===== src/rtl/p4_mp_add_ctrl.sv =====
// Multi-precision add controller for the P4 adder.
// Streams operand words (least significant first) through an external
// combinational P4 adder and chains the carry from word to word.
// Two-stage pipeline: S1 holds the operand registers that drive the adder;
// S2 captures the adder result and presents it downstream.

package p4_adder_pkg;
    localparam int nbit = 32;
endpackage

module p4_mp_add_ctrl #(
    parameter int NBIT   = p4_adder_pkg::nbit,
    parameter int NWORDS = 4
) (
    input  logic            clk,
    input  logic            rst_n,
    input  logic            in_valid,
    output logic            in_ready,
    input  logic [NBIT-1:0] in_a,
    input  logic [NBIT-1:0] in_b,
    input  logic            in_cin,
    input  logic            in_last,
    output logic [NBIT-1:0] add_a,
    output logic [NBIT-1:0] add_b,
    output logic            add_cin,
    input  logic [NBIT-1:0] add_s,
    input  logic            add_cout,
    output logic            out_valid,
    input  logic            out_ready,
    output logic [NBIT-1:0] out_s,
    output logic            out_last,
    output logic            out_cout,
    output logic [7:0]      out_idx,
    output logic            len_err
);

    // Index of the last word an operand may have before it is cut short.
    localparam logic [7:0] LAST_IDX = 8'(NWORDS - 1);

    typedef enum logic {
        IDLE,
        RUN
    } state_t;

    state_t     state;
    logic       s1_valid;
    logic       s1_last;
    logic [7:0] s1_idx;
    logic [7:0] word_cnt;
    logic       carry_q;

    logic       s1_advance;
    logic       in_xfer;
    logic       out_xfer;
    logic [7:0] cur_idx;
    logic       forced_last;
    logic       eff_last;
    logic       sel_cin;

    // Handshake, word indexing and carry selection for the incoming word.
    // The carry comes from the adder live while the previous word still sits
    // in S1; once that word has moved on, the copy saved in carry_q is used.
    always_comb begin
        s1_advance  = s1_valid && (!out_valid || out_ready);
        in_ready    = !s1_valid || s1_advance;
        in_xfer     = in_valid && in_ready;
        out_xfer    = out_valid && out_ready;
        cur_idx     = (state == IDLE) ? 8'd0 : word_cnt;
        forced_last = !in_last && (cur_idx == LAST_IDX);
        eff_last    = in_last || forced_last;
        sel_cin     = in_cin;
        if (state == RUN) begin
            sel_cin = s1_valid ? add_cout : carry_q;
        end
    end

    // The S2 carry is only reported on the final word of an operand.
    assign out_cout = carry_q & out_last;

    // S1 operand register and operand-framing FSM; an overlong operand is
    // closed at the maximum word count and the following word starts afresh.
    always_ff @(posedge clk or negedge rst_n) begin
        if (!rst_n) begin
            state    <= IDLE;
            s1_valid <= 1'b0;
            s1_last  <= 1'b0;
            s1_idx   <= 8'd0;
            word_cnt <= 8'd0;
            add_a    <= '0;
            add_b    <= '0;
            add_cin  <= 1'b0;
            len_err  <= 1'b0;
        end else begin
            if (in_xfer) begin
                add_a    <= in_a;
                add_b    <= in_b;
                add_cin  <= sel_cin;
                s1_valid <= 1'b1;
                s1_last  <= eff_last;
                s1_idx   <= cur_idx;
                word_cnt <= eff_last ? 8'd0 : cur_idx + 8'd1;
                state    <= eff_last ? IDLE : RUN;
                if (forced_last) begin
                    len_err <= 1'b1;
                end
            end else if (s1_advance) begin
                s1_valid <= 1'b0;
            end
        end
    end

    // S2 result register; holds steady under backpressure and keeps the
    // word's carry so a later word can still chain from it after a gap.
    always_ff @(posedge clk or negedge rst_n) begin
        if (!rst_n) begin
            out_valid <= 1'b0;
            out_s     <= '0;
            out_last  <= 1'b0;
            out_idx   <= 8'd0;
            carry_q   <= 1'b0;
        end else begin
            if (s1_advance) begin
                out_valid <= 1'b1;
                out_s     <= add_s;
                out_last  <= s1_last;
                out_idx   <= s1_idx;
                carry_q   <= add_cout;
            end else if (out_xfer) begin
                out_valid <= 1'b0;
            end
        end
    end

endmodule


===== config.mk =====
export PLATFORM = sky130hd
export DESIGN_NAME = p4_mp_add_ctrl
export DESIGN_NICKNAME = d
export VERILOG_FILES = /design/src/rtl/p4_mp_add_ctrl.sv
export SDC_FILE = /design/constraint.sdc
export NUM_CORES = 1
export LEC_CHECK = 0
export CORE_ASPECT_RATIO = 1.4
export CORE_UTILIZATION = 46
export CTS_CLUSTER_DIAMETER = 50
export DETAILED_ROUTE_END_ITERATION = 10
export GPL_TIMING_DRIVEN = 0
export PLACE_DENSITY = 0.88
export REMOVE_ABC_BUFFERS = 1
export SYNTH_ARGS = -nofsm -noshare
export SYNTH_HDL_FRONTEND = slang
export SYNTH_SLANG_ARGS = --single-unit

===== constraint.sdc =====
create_clock -name clk -period 3 [get_ports clk]
set_input_delay 0.45 -clock clk [delete_from_list [all_inputs] [get_ports clk]]
set_output_delay 0.45 -clock clk [all_outputs]
set_load 0.1 [all_outputs]

# Yosys cells after proc, flatten, opt, wreduce, memory -nomap -nowiden
# Index checks and enable logic that the tools add are counted.
[word_totals]
regBits = 128
in_bits = 103
output_inout_bits = 110
word_cells = 39
[op_classes]
add_sub_neg = 1
n_eq_ne = 1
muxes = 9
bitwise = 1
reduce_logical = 13
[op_table]
columns = ["op", "count"]
rows = [
  ["$mux W8", 2],
  ["$add A8 B1 Y8 const B", 1],
  ["$eq A8 B2 Y1 const B", 1],
  ["$mux W1", 7],
  ["$logic_and A1 B1 Y1", 4],
  ["$reduce_bool A2 Y1", 2],
  ["$logic_not A1 Y1", 3],
  ["$logic_or A1 B1 Y1", 3],
  ["$reduce_and A2 Y1", 1],
  ["$and A1 B1 Y1", 1],
]

# Logic depth before layout (Yosys ltp)
[depth]
ltp_word = 6
ltp_mapped = 8

# Worst setup path after synthesis
# OpenSTA, ideal clock, no wires.
[synth_path]
path_kind = "reg2reg"
start = "register out_valid"
end = "register add_a[0]"
setup_ps = 120
t_arrival_ps = 2550
required_ps = 2880
setup_slack_ps = 330
path_stages_with_launch = 8
n_path_buf = 3
synth_period_minus_slack_ps = 2670
cell_sequence = "dfrtp_1 nand3b_2 and2_1 buf_2 buf_6 buf_6 nand2_1 nand2_1"
[synth_between]
elab_chain_cells = 5
[synth_rtl]
columns = ["item", "line_no", "rtl"]
rows = [
  ["start, declared", "28", "output logic out_valid,"],
  ["start signal, assigned", "116", "out_valid <= 1'b0;"],
  ["start signal, assigned", "123", "out_valid <= 1'b1;"],
  ["start signal, assigned", "129", "out_valid <= 1'b0;"],
  ["$logic_not A1 Y1", "64", "s1_advance = s1_valid && (!out_valid || out_ready);"],
  ["$logic_or A1 B1 Y1", "64", ""],
  ["$logic_and A1 B1 Y1", "64", ""],
  ["$logic_or A1 B1 Y1", "65", "in_ready = !s1_valid || s1_advance;"],
  ["net in_ready", "18", "output logic in_ready,"],
  ["$logic_and A1 B1 Y1", "66", "in_xfer = in_valid && in_ready;"],
  ["end signal, assigned", "95", "add_a <= in_a;"],
  ["end, declared", "23", "output logic [NBIT-1:0] add_a,"],
]
# The timed path passes the listed nets, and every way through them passes these cells.
# A chain may end at the register's enable or synchronous reset.

# Worst setup path in the final report
[layout_path]
start = "input out_ready"
end = "output in_ready"
[layout_between]
elab_chain_cells = 3
[layout_rtl]
columns = ["item", "line_no", "rtl"]
rows = [
  ["start, declared", "29", "input logic out_ready,"],
  ["$logic_or A1 B1 Y1", "64", ""],
  ["$logic_and A1 B1 Y1", "64", ""],
  ["$logic_or A1 B1 Y1", "65", ""],
  ["end, declared", "18", ""],
]
# Every way passes these cells.

==> results.ini <==
[place]
detailed_place_hpwl_um = 8392
place.gp.congestion = 0.8056
place_ws_ps = 278.3
port_buffers = 212

[layout]
mostFrequentLayoutCells = nand2_1, clkdlybuf4s50_1, dfrtp_1
area_delta_synth_final_pct = 58.77
insertedDiodeCount = 0
final_common_cell = nand2_1
drive_gt1_share_pct = 12.16
nets = 782
postLayoutCoreUtil_pct = 75.72

[clock_tree]
post_cts_buffers = 0
clkLatencyLatePin_ps = 400
cts_tree = built
clkTransAtPathRegs_ps = 50
cts_buffers = 17
cts_resized = 0
clock-root-buffer = clkbuf_16
htree_num_levels = 4
clk_path_buf_depth = 2
hold_buffers = 0
clock_sinks = 128

[drt]
first_pass_iters = 4
route.detailed.drc = 0
antenna_left = 0
dr.first_iter.drc_count = 224
drt_wl_total_um = 12470
vias = 4034
post_drt_wl_per_cell_um = 15.05
vias_per_cell = 4.866

[power_and_ir_drop]
cellPowerDensity_nw_per_um2 = 876.4
p_leak_nw = 3.674
vdd_drop_max_mv = 0.4928

[floorplan]
ios = 213
die-area_um2 = 11270
die_y_um = 125.2
rows = 44
core_region_area_um2 = 10460
start_util_pct = 47.69
die_width_um = 90.01

[worst_setup_path]
crit_path_start_kind = input pin
crit_path_end_kind = primary output
required_ps = 2550
cp_data_arrival_time_ps = 2280
max_stage_delay_ps = 1160
critPathLaunch = out_ready
critPathMaxFanout = 5
cp_common_cell = clkdlybuf4s50_1
worstSetupPathType = in2out
crit_chain = clkdlybuf4s50_1 -> nand3b_2 -> clkdlybuf4s50_1
worstReg2RegStart = state$_DFFE_PN0P_
cpMaxStageDelayCell = clkdlybuf4s50_1

[timing]
period_needed_ps = 2726
skew_ps = 5.355
slew-limit-headroom_pct = 30.39
drv_slew = 0
rsz0062_at_grt = false
whs_ps = 10.53
max_freq_mhz = 366.8
hold_violations = 0
setup_violations = 0
post-route-period-util_pct = 90.88
worst_slack_ps = 273.7
tightest_slew_ps = 1041

[yosys]
synth_cells = 468
synthArstFlopShare_pct = 100.0
synthFlopType = dfrtp_1
synth-edff-count = 0
syn_area_um2 = 4989
yosys_warnings = 0
ys_ff_latch = 128
synth-seq-area-share_pct = 64.21
postSynthAreaPerCell_um2 = 10.66
synth_cell_types = 32

[grt]
grt_util_all_layers_pct = 22.84
grt_max_degree = 90
grt_pass1_vias = 4323
antenna_found_initial = 0
gr-total-overflow = 0
grt_first_pass_wirelength_um = 20200

[outcome]
status = finished, final reports clean

[hold_path]
hold_class = in2async

[run]
cap_violations = 0

## final cells by class
class,instances,area [um2]
Clock buffer,19,452.9
Sequential cell,128,3203
Inverter,4,15.01
Clock inverter,13,256.5
Tap cell,138,172.7
Fill cell,654,2540
Timing Repair Buffer,214,2171
Multi-Input combinational cell,313,1649
## sequential cells by signal, indices dropped and copies added, names as in the netlist
signal	flops
len_err	1
out_valid	1
add_cin	1
carry_q	1
out_last	1
s1_idx	8
state	1
s1_last	1
add_b	32
word_cnt	8
s1_valid	1
add_a	32
out_s	32
out_idx	8
## cell usage after synthesis (all sizes together), types with 2 or more instances
cell / number / share of area (%)
and2: 5 / 0.68
and3: 2 / 0.25
mux2: 43 / 9.7
o31ai: 2 / 0.30
nand2: 216 / 16
o21ai: 16 / 1.6
buf: 15 / 2.0
a22o: 2 / 0.35
inv: 4 / 0.30
nor2: 4 / 0.30
nand2b: 3 / 0.38
clkbuf: 8 / 0.60
dfrtp: 128 / 64
a21oi: 2 / 0.20
nand3: 4 / 0.40
## cell families (layout without fill, tap and decap cells)
family,after synthesis,after routing,synth area share [%]
AOI/OAI and AO/OA,26,26,3.060
and+or+nand+nor,240,240,19.31
adders and majority gates,1,1,0.2508
xor gates and xnor gates,2,2,0.3512
DFF,128,128,64.21
muxes,44,44,9.907
buffers and inverters,27,250,2.909
## metal layers
layer | wire length [um] | track usage [%] | vias up
met3 | 753 | 6.448 | 35
met4 | 489 | 12.62 | 0
met5 | 0 | 0 | -
li1 | - | - | 1912
met1 | 4555 | 23.95 | 1915
met2 | 6675 | 40.91 | 172
## final timing paths
kind	to	slack, ps	depth (start not counted)
min in group clk	add_b[23]$_DFFE_PN0P_	480	2
worst max-delay path	in_ready	270	3
worst min register to register	add_b[23]$_DFFE_PN0P_	480	2
max in group asynchronous	add_b[25]$_DFFE_PN0P_	2250	2
worst min-delay path	out_s[29]$_DFFE_PN0P_	10	1
worst max register to register	word_cnt[7]$_DFFE_PN0P_	980	6
## through the flow
stage	area (um2)	std cells	total power [mW]	TNS [ps]
after global placement	7153	795	4.500	-429560
after CTS	7920	829	6.997	0
final	7920	829	6.941	0
after floorplan	4858	445	3.842	-1494
after detailed placement	7211	797	4.546	0
after global routing	7920	829	7.166	0
## report_power, final
part	internal (mW)	switching [mW]	leakage (nW)
Sequential	1.94	0.122	1.58
Clock	1.69	0.735	0.340
Combinational	0.596	1.86	1.76
Total	4.23	2.71	3.67
## critical path, delay by kind of cell
kind          cells  cell delay (ps)
buf+inv           2             1630
simple gates      1              190
No activity file was read; power rests on OpenSTA's default activity.
